### src/rtl/instr_fetch_cache.sv
// Direct-mapped instruction cache between the PC and instruction memory; hits return in the same cycle.
// Define ICACHE_STATS_EN to add the hit_cnt_o/miss_cnt_o statistics counters.
module instr_fetch_cache #(
  parameter int LINE_WORDS = 4,
  parameter int LINES      = 16
) (
  input  logic        clk,
  input  logic        rst,
  input  logic [31:0] addr_i,
  input  logic        req_i,
  input  logic        flush_i,
  output logic [31:0] instr_o,
  output logic        stall_o,
  output logic        mem_req_o,
  output logic [31:0] mem_addr_o,
  input  logic        mem_ack_i,
  input  logic [31:0] mem_data_i
`ifdef ICACHE_STATS_EN
  ,
  output logic [31:0] hit_cnt_o,
  output logic [31:0] miss_cnt_o
`endif
);
  localparam int OFF_W = $clog2(LINE_WORDS);
  localparam int IDX_W = $clog2(LINES);
  localparam int TAG_W = 30 - OFF_W - IDX_W;
  localparam int TAG_LSB = OFF_W + IDX_W + 2;

  typedef enum logic {S_IDLE, S_REFILL} state_t;

  state_t             r_state, w_state_next;
  logic [LINES-1:0]   r_valid;
  logic [TAG_W-1:0]   r_tag [LINES];
  logic [31:0]        r_data [LINES*LINE_WORDS];
  logic [31:0]        r_base;
  logic [IDX_W-1:0]   r_idx;
  logic [OFF_W:0]     r_cnt;

  logic [OFF_W-1:0]   w_off;
  logic [IDX_W-1:0]   w_idx;
  logic [TAG_W-1:0]   w_tag;
  logic               w_hit, w_start, w_ack, w_last;
  logic               w_unused;

  assign w_off    = addr_i[OFF_W+1:2];
  assign w_idx    = addr_i[TAG_LSB-1:OFF_W+2];
  assign w_tag    = addr_i[31:TAG_LSB];
  assign w_unused = &{1'b0, addr_i[1:0]};

  assign w_hit   = (r_state == S_IDLE) & req_i & r_valid[w_idx] & (r_tag[w_idx] == w_tag);
  assign w_start = (r_state == S_IDLE) & req_i & ~w_hit & ~flush_i;
  // Acks only count while a request is actually outstanding.
  assign w_ack   = (r_state == S_REFILL) & mem_ack_i & ~flush_i;
  assign w_last  = w_ack & (r_cnt == (OFF_W+1)'(LINE_WORDS - 1));

  assign instr_o    = w_hit ? r_data[{w_idx, w_off}] : 32'h0000_0000;
  assign stall_o    = (r_state == S_REFILL) | (req_i & ~w_hit);
  assign mem_req_o  = (r_state == S_REFILL);
  assign mem_addr_o = r_base + {{(29-OFF_W){1'b0}}, r_cnt, 2'b00};

  always_comb begin
    w_state_next = r_state;
    case (r_state)
      S_IDLE:   if (w_start) w_state_next = S_REFILL;
      S_REFILL: if (flush_i || w_last) w_state_next = S_IDLE;
      default:  w_state_next = S_IDLE;
    endcase
  end

  always_ff @(posedge clk) begin
    if (rst) begin
      r_state <= S_IDLE;
      r_valid <= '0;
      r_cnt   <= '0;
      r_base  <= '0;
      r_idx   <= '0;
    end else begin
      r_state <= w_state_next;
      if (flush_i) begin
        r_valid <= '0;
      end else if (w_start) begin
        r_base         <= {addr_i[31:OFF_W+2], {(OFF_W+2){1'b0}}};
        r_idx          <= w_idx;
        r_cnt          <= '0;
        r_valid[w_idx] <= 1'b0;
      end else if (w_ack) begin
        r_cnt <= r_cnt + (OFF_W+1)'(1);
        if (w_last) r_valid[r_idx] <= 1'b1;
      end
    end
  end

  // Tag and data arrays carry no reset; the valid bits alone guard them.
  always_ff @(posedge clk) begin
    if (w_ack) r_data[{r_idx, r_cnt[OFF_W-1:0]}] <= mem_data_i;
    if (w_last) r_tag[r_idx] <= r_base[31:TAG_LSB];
  end

`ifdef ICACHE_STATS_EN
  logic [31:0] r_hit_cnt, r_miss_cnt;

  always_ff @(posedge clk) begin
    if (rst) begin
      r_hit_cnt  <= '0;
      r_miss_cnt <= '0;
    end else begin
      if (w_hit)   r_hit_cnt  <= r_hit_cnt + 32'd1;
      if (w_start) r_miss_cnt <= r_miss_cnt + 32'd1;
    end
  end

  assign hit_cnt_o  = r_hit_cnt;
  assign miss_cnt_o = r_miss_cnt;
`endif
endmodule

### config.mk
export PLATFORM = sky130hd
export DESIGN_NAME = instr_fetch_cache
export DESIGN_NICKNAME = d
export VERILOG_FILES = /design/src/rtl/instr_fetch_cache.sv
export SDC_FILE = /design/constraint.sdc
export NUM_CORES = 2
export LEC_CHECK = 0
export ABC_AREA = 1
export CORE_MARGIN = 2
export CORE_UTILIZATION = 35
export DETAILED_ROUTE_END_ITERATION = 7
export SLEW_MARGIN = 20
export SYNTH_ARGS = -nofsm -noshare
export SYNTH_HDL_FRONTEND = slang
export SYNTH_SLANG_ARGS = --single-unit
export TNS_END_PERCENT = 20
### constraint.sdc
create_clock -name clk -period 3.6 [get_ports clk]
set_input_delay 0.54 -clock clk [delete_from_list [all_inputs] [get_ports clk]]
set_output_delay 0.54 -clock clk [all_outputs]
set_load 0.03 [all_outputs]
==> results.py <==
metrics = {
    "synth": {
        "synth_edf_count": 2432,
        "syn_area_sq_mm": 0.0984,
        "synthCells": 7619,
        "ys_seq_area_frac": 0.752,
        "synth_seq_cells": 2480,
        "yosysUniqueCellTypes": 48,
        "async_flop_share": 0,
        "ys_warn_count": 0,
        "synth_ff_type": "edfxtp_1",
        "syn_avg_cell_area_sq_um": 12.9,
    },
    "global_route": {
        "grt_max_degree": 65,
        "track_usage": 0.224,
        "grt_first_pass_wirelength_mm": 465,
        "grt-ovfl-total": 0,
        "grt_antenna_before_repair": 13,
        "grt_pass1_vias": 64600,
    },
    "cts": {
        "cts.sinks": 2480,
        "cts_made_buffers": 247,
        "clk_pin_slew_ps": 70,
        "hold_buffers": 0,
        "root_buffer": "clkbuf_16",
        "htree_levels": 4,
        "cts_tree": "done",
        "cts_buffer_depth": 4,
        "clock_latency_ps": 940,
    },
    "sta": {
        "tightest_slew_ps": 1170,
        "setup_violations": 38,
        "setup_ws_ps": -278,
        "rsz0062_at_grt": "yes",
        "tns_ps": -6190,
        "slew_viol_final": 0,
        "skew_ps": 81.9,
        "max_freq_mhz": 258,
        "slew_headroom": 0.220,
        "finalHoldViolCount": 0,
        "fin_crit_sh": 1.08,
        "finalCriticalPeriod_ps": 3880,
    },
    "floorplanning": {
        "start_util": 0.352,
        "die_h_um": 534,
        "fp.coreArea_sq_mm": 0.279,
        "io_pins": 135,
        "rows": 194,
        "die_w_um": 534,
        "fp.dieArea_sq_mm": 0.285,
    },
    "routing": {
        "wl_met1_mm": 130,
        "top_layer": "met5",
        "route.met2.wl_mm": 152,
        "wl_met3_mm": 32.9,
        "wire_per_inst_um": 27.2,
        "vias": 68400,
        "wl_mm": 332,
        "vias_per_cell": 5.60,
        "drt_iter0_drc": 9412,
        "drc": 6,
        "drtAntennaViolNets": 0,
        "dr.pass1.iters": 8,
    },
    "job": {
        "cap_violations": 0,
    },
    "finish": {
        "layout-drive-gt1-share": 0.166,
        "nNetsFinal": 8368,
        "fin_cells": 12200,
        "final_cell_area_sq_mm": 0.120,
        "layout_commonest_cell": "edfxtp_1",
        "area_delta_synth_final_pct": 22.2,
        "nFillCells": 25000,
        "final_util": 0.430,
        "most-common-layout-cells": "edfxtp_1, nand2_1, a21oi_1",
    },
    "place": {
        "dp.cells": 11800,
        "pre_cts_ws_ps": -633,
        "gp_congestion": 0.907,
        "post-dp-hpwl_mm": 204,
        "io_buffers": 130,
        "dpl_cell_area_sq_mm": 0.111,
    },
    "worst_setup_path": {
        "cp-start-kind": "input port",
        "worstSetupPathType": "input port to output pin",
        "required_ps": 3060,
        "critPathMaxFanout": 12,
        "reg2reg_depth": 7,
        "cp-end-kind": "output pin",
        "arrival_ps": 3340,
    },
    "run_status": {
        "outcome": "complete, but fails checks",
        "violations": "DRC, setup timing",
    },
    "worst_hold_path": {
        "whs_path_depth": 1,
        "min_path_type": "input port to register",
    },
    "pwr": {
        "powerDensity_mw_per_mm2": 510,
        "p_leak_nw": 41.7,
        "peakVddDrop_mv": 0.479,
    },
}
worst max-delay path: stages:
cell       delay [ps]
clkbuf_4          190
inv_4             110
nor2_4             50
buf_4             140
buf_12            140
inv_4              80
buf_12            180
nor2_2            110
inv_1             150
buf_4             240
buf_4             220
o2111ai_1         140
nor2_1            330
buf_4             200
nand3_1           160
nor2_2            170
buf_6             140
path summary, 6_finish.rpt:
kind	from	slack (ps)	endpoint
setup / recovery	addr_i[5]	-280	instr_o[15]
setup reg to reg	r_base[7]$_SDFFE_PP0P_	680	r_data[31][9]$_DFFE_PP_
hold reg to reg	r_idx[2]$_SDFFE_PP0P_	530	r_idx[2]$_SDFFE_PP0P_
hold / removal	mem_data_i[17]	150	r_data[39][17]$_DFFE_PP_
metrics by stage:
stage / power [mW] / hold WS [ps]
floorplan: 34.2 / 500
global placement: 36.3 / 540
detailed placement: 36.4 / 543
CTS: 61.5 / 98.6
global route: 62.9 / 97.4
finish: 61.3 / 147
final cells by class:
| type | instances | area, sq um | share of cell area |
|---|---|---|---|
| clock inverter | 161 | 1490 | 0.0124 |
| inverter | 113 | 454 | 0.00378 |
| tap | 3724 | 4660 | 0.0388 |
| clock buffer | 289 | 6380 | 0.0531 |
| sequential | 2480 | 74000 | 0.616 |
| timing repair buffer | 915 | 10000 | 0.0836 |
| antenna | 9 | 22.5 | 0.000187 |
| multi-input combinational | 4538 | 23100 | 0.192 |
sequential cells by signal, indices dropped and copies added (netlist names):
signal,flops
r_base,25
r_tag,384
mem_req_o,1
r_idx,3
r_cnt,3
r_data,2048
r_valid,16
cells in the mapped netlist (6+ instances only):
cell type,count,area share
clkbuf_1,348,0.013
xnor2_1,6,0.00053
o21bai_1,11,0.00084
buf_1,82,0.0031
nor2_1,296,0.011
nand4_1,28,0.0018
a221oi_1,42,0.0037
xor2_1,20,0.0018
a32o_1,214,0.022
a32oi_1,91,0.0081
buf_2,42,0.0021
nand3_1,134,0.0068
edfxtp_1,2432,0.74
inv_1,103,0.0039
o21ai_0,68,0.0035
o22ai_1,92,0.0059
o221ai_1,25,0.0022
nor3_1,14,0.00071
dfxtp_1,48,0.0098
inv_2,8,0.00031
a21oi_1,795,0.040
buf_4,16,0.0012
nand2_1,2423,0.092
a22oi_1,213,0.016
o2111ai_1,21,0.0019
power by group:
group          internal, mW  switching (mW)
logic                  1.40            2.80
registers              31.7          0.0359
clock network          14.4            11.0
total                  47.5            13.8
timing repair:
action                                  4_1_cts  5_1_grt
pin swaps                                    13       27
buffers inserted                              9       10
resized for setup                            86       80
cloned                                        2        3
endpoints found under the setup margin       50       48
kinds of logic (layout without fill, tap and decap cells):
kind of cell,Yosys count,count (layout),share of synthesized area
AND/OR/NAND/NOR,2912,2912,0.114
XOR/XNOR,26,26,0.00232
buffers and inverters,602,1478,0.0242
AO/OA/AOI/OAI,1594,1594,0.106
other,1,11,0.0000381
adder cells (fa/ha/maj),4,4,0.000509
flip-flops,2480,2480,0.752
metal layers:
layer,global-route usage,up-vias
li1,-,29500
met1,0.299,34500
met2,0.355,3812
met5,0,-
met4,0.0969,8
met3,0.0439,689
No activity file was read; power rests on OpenSTA's default activity.
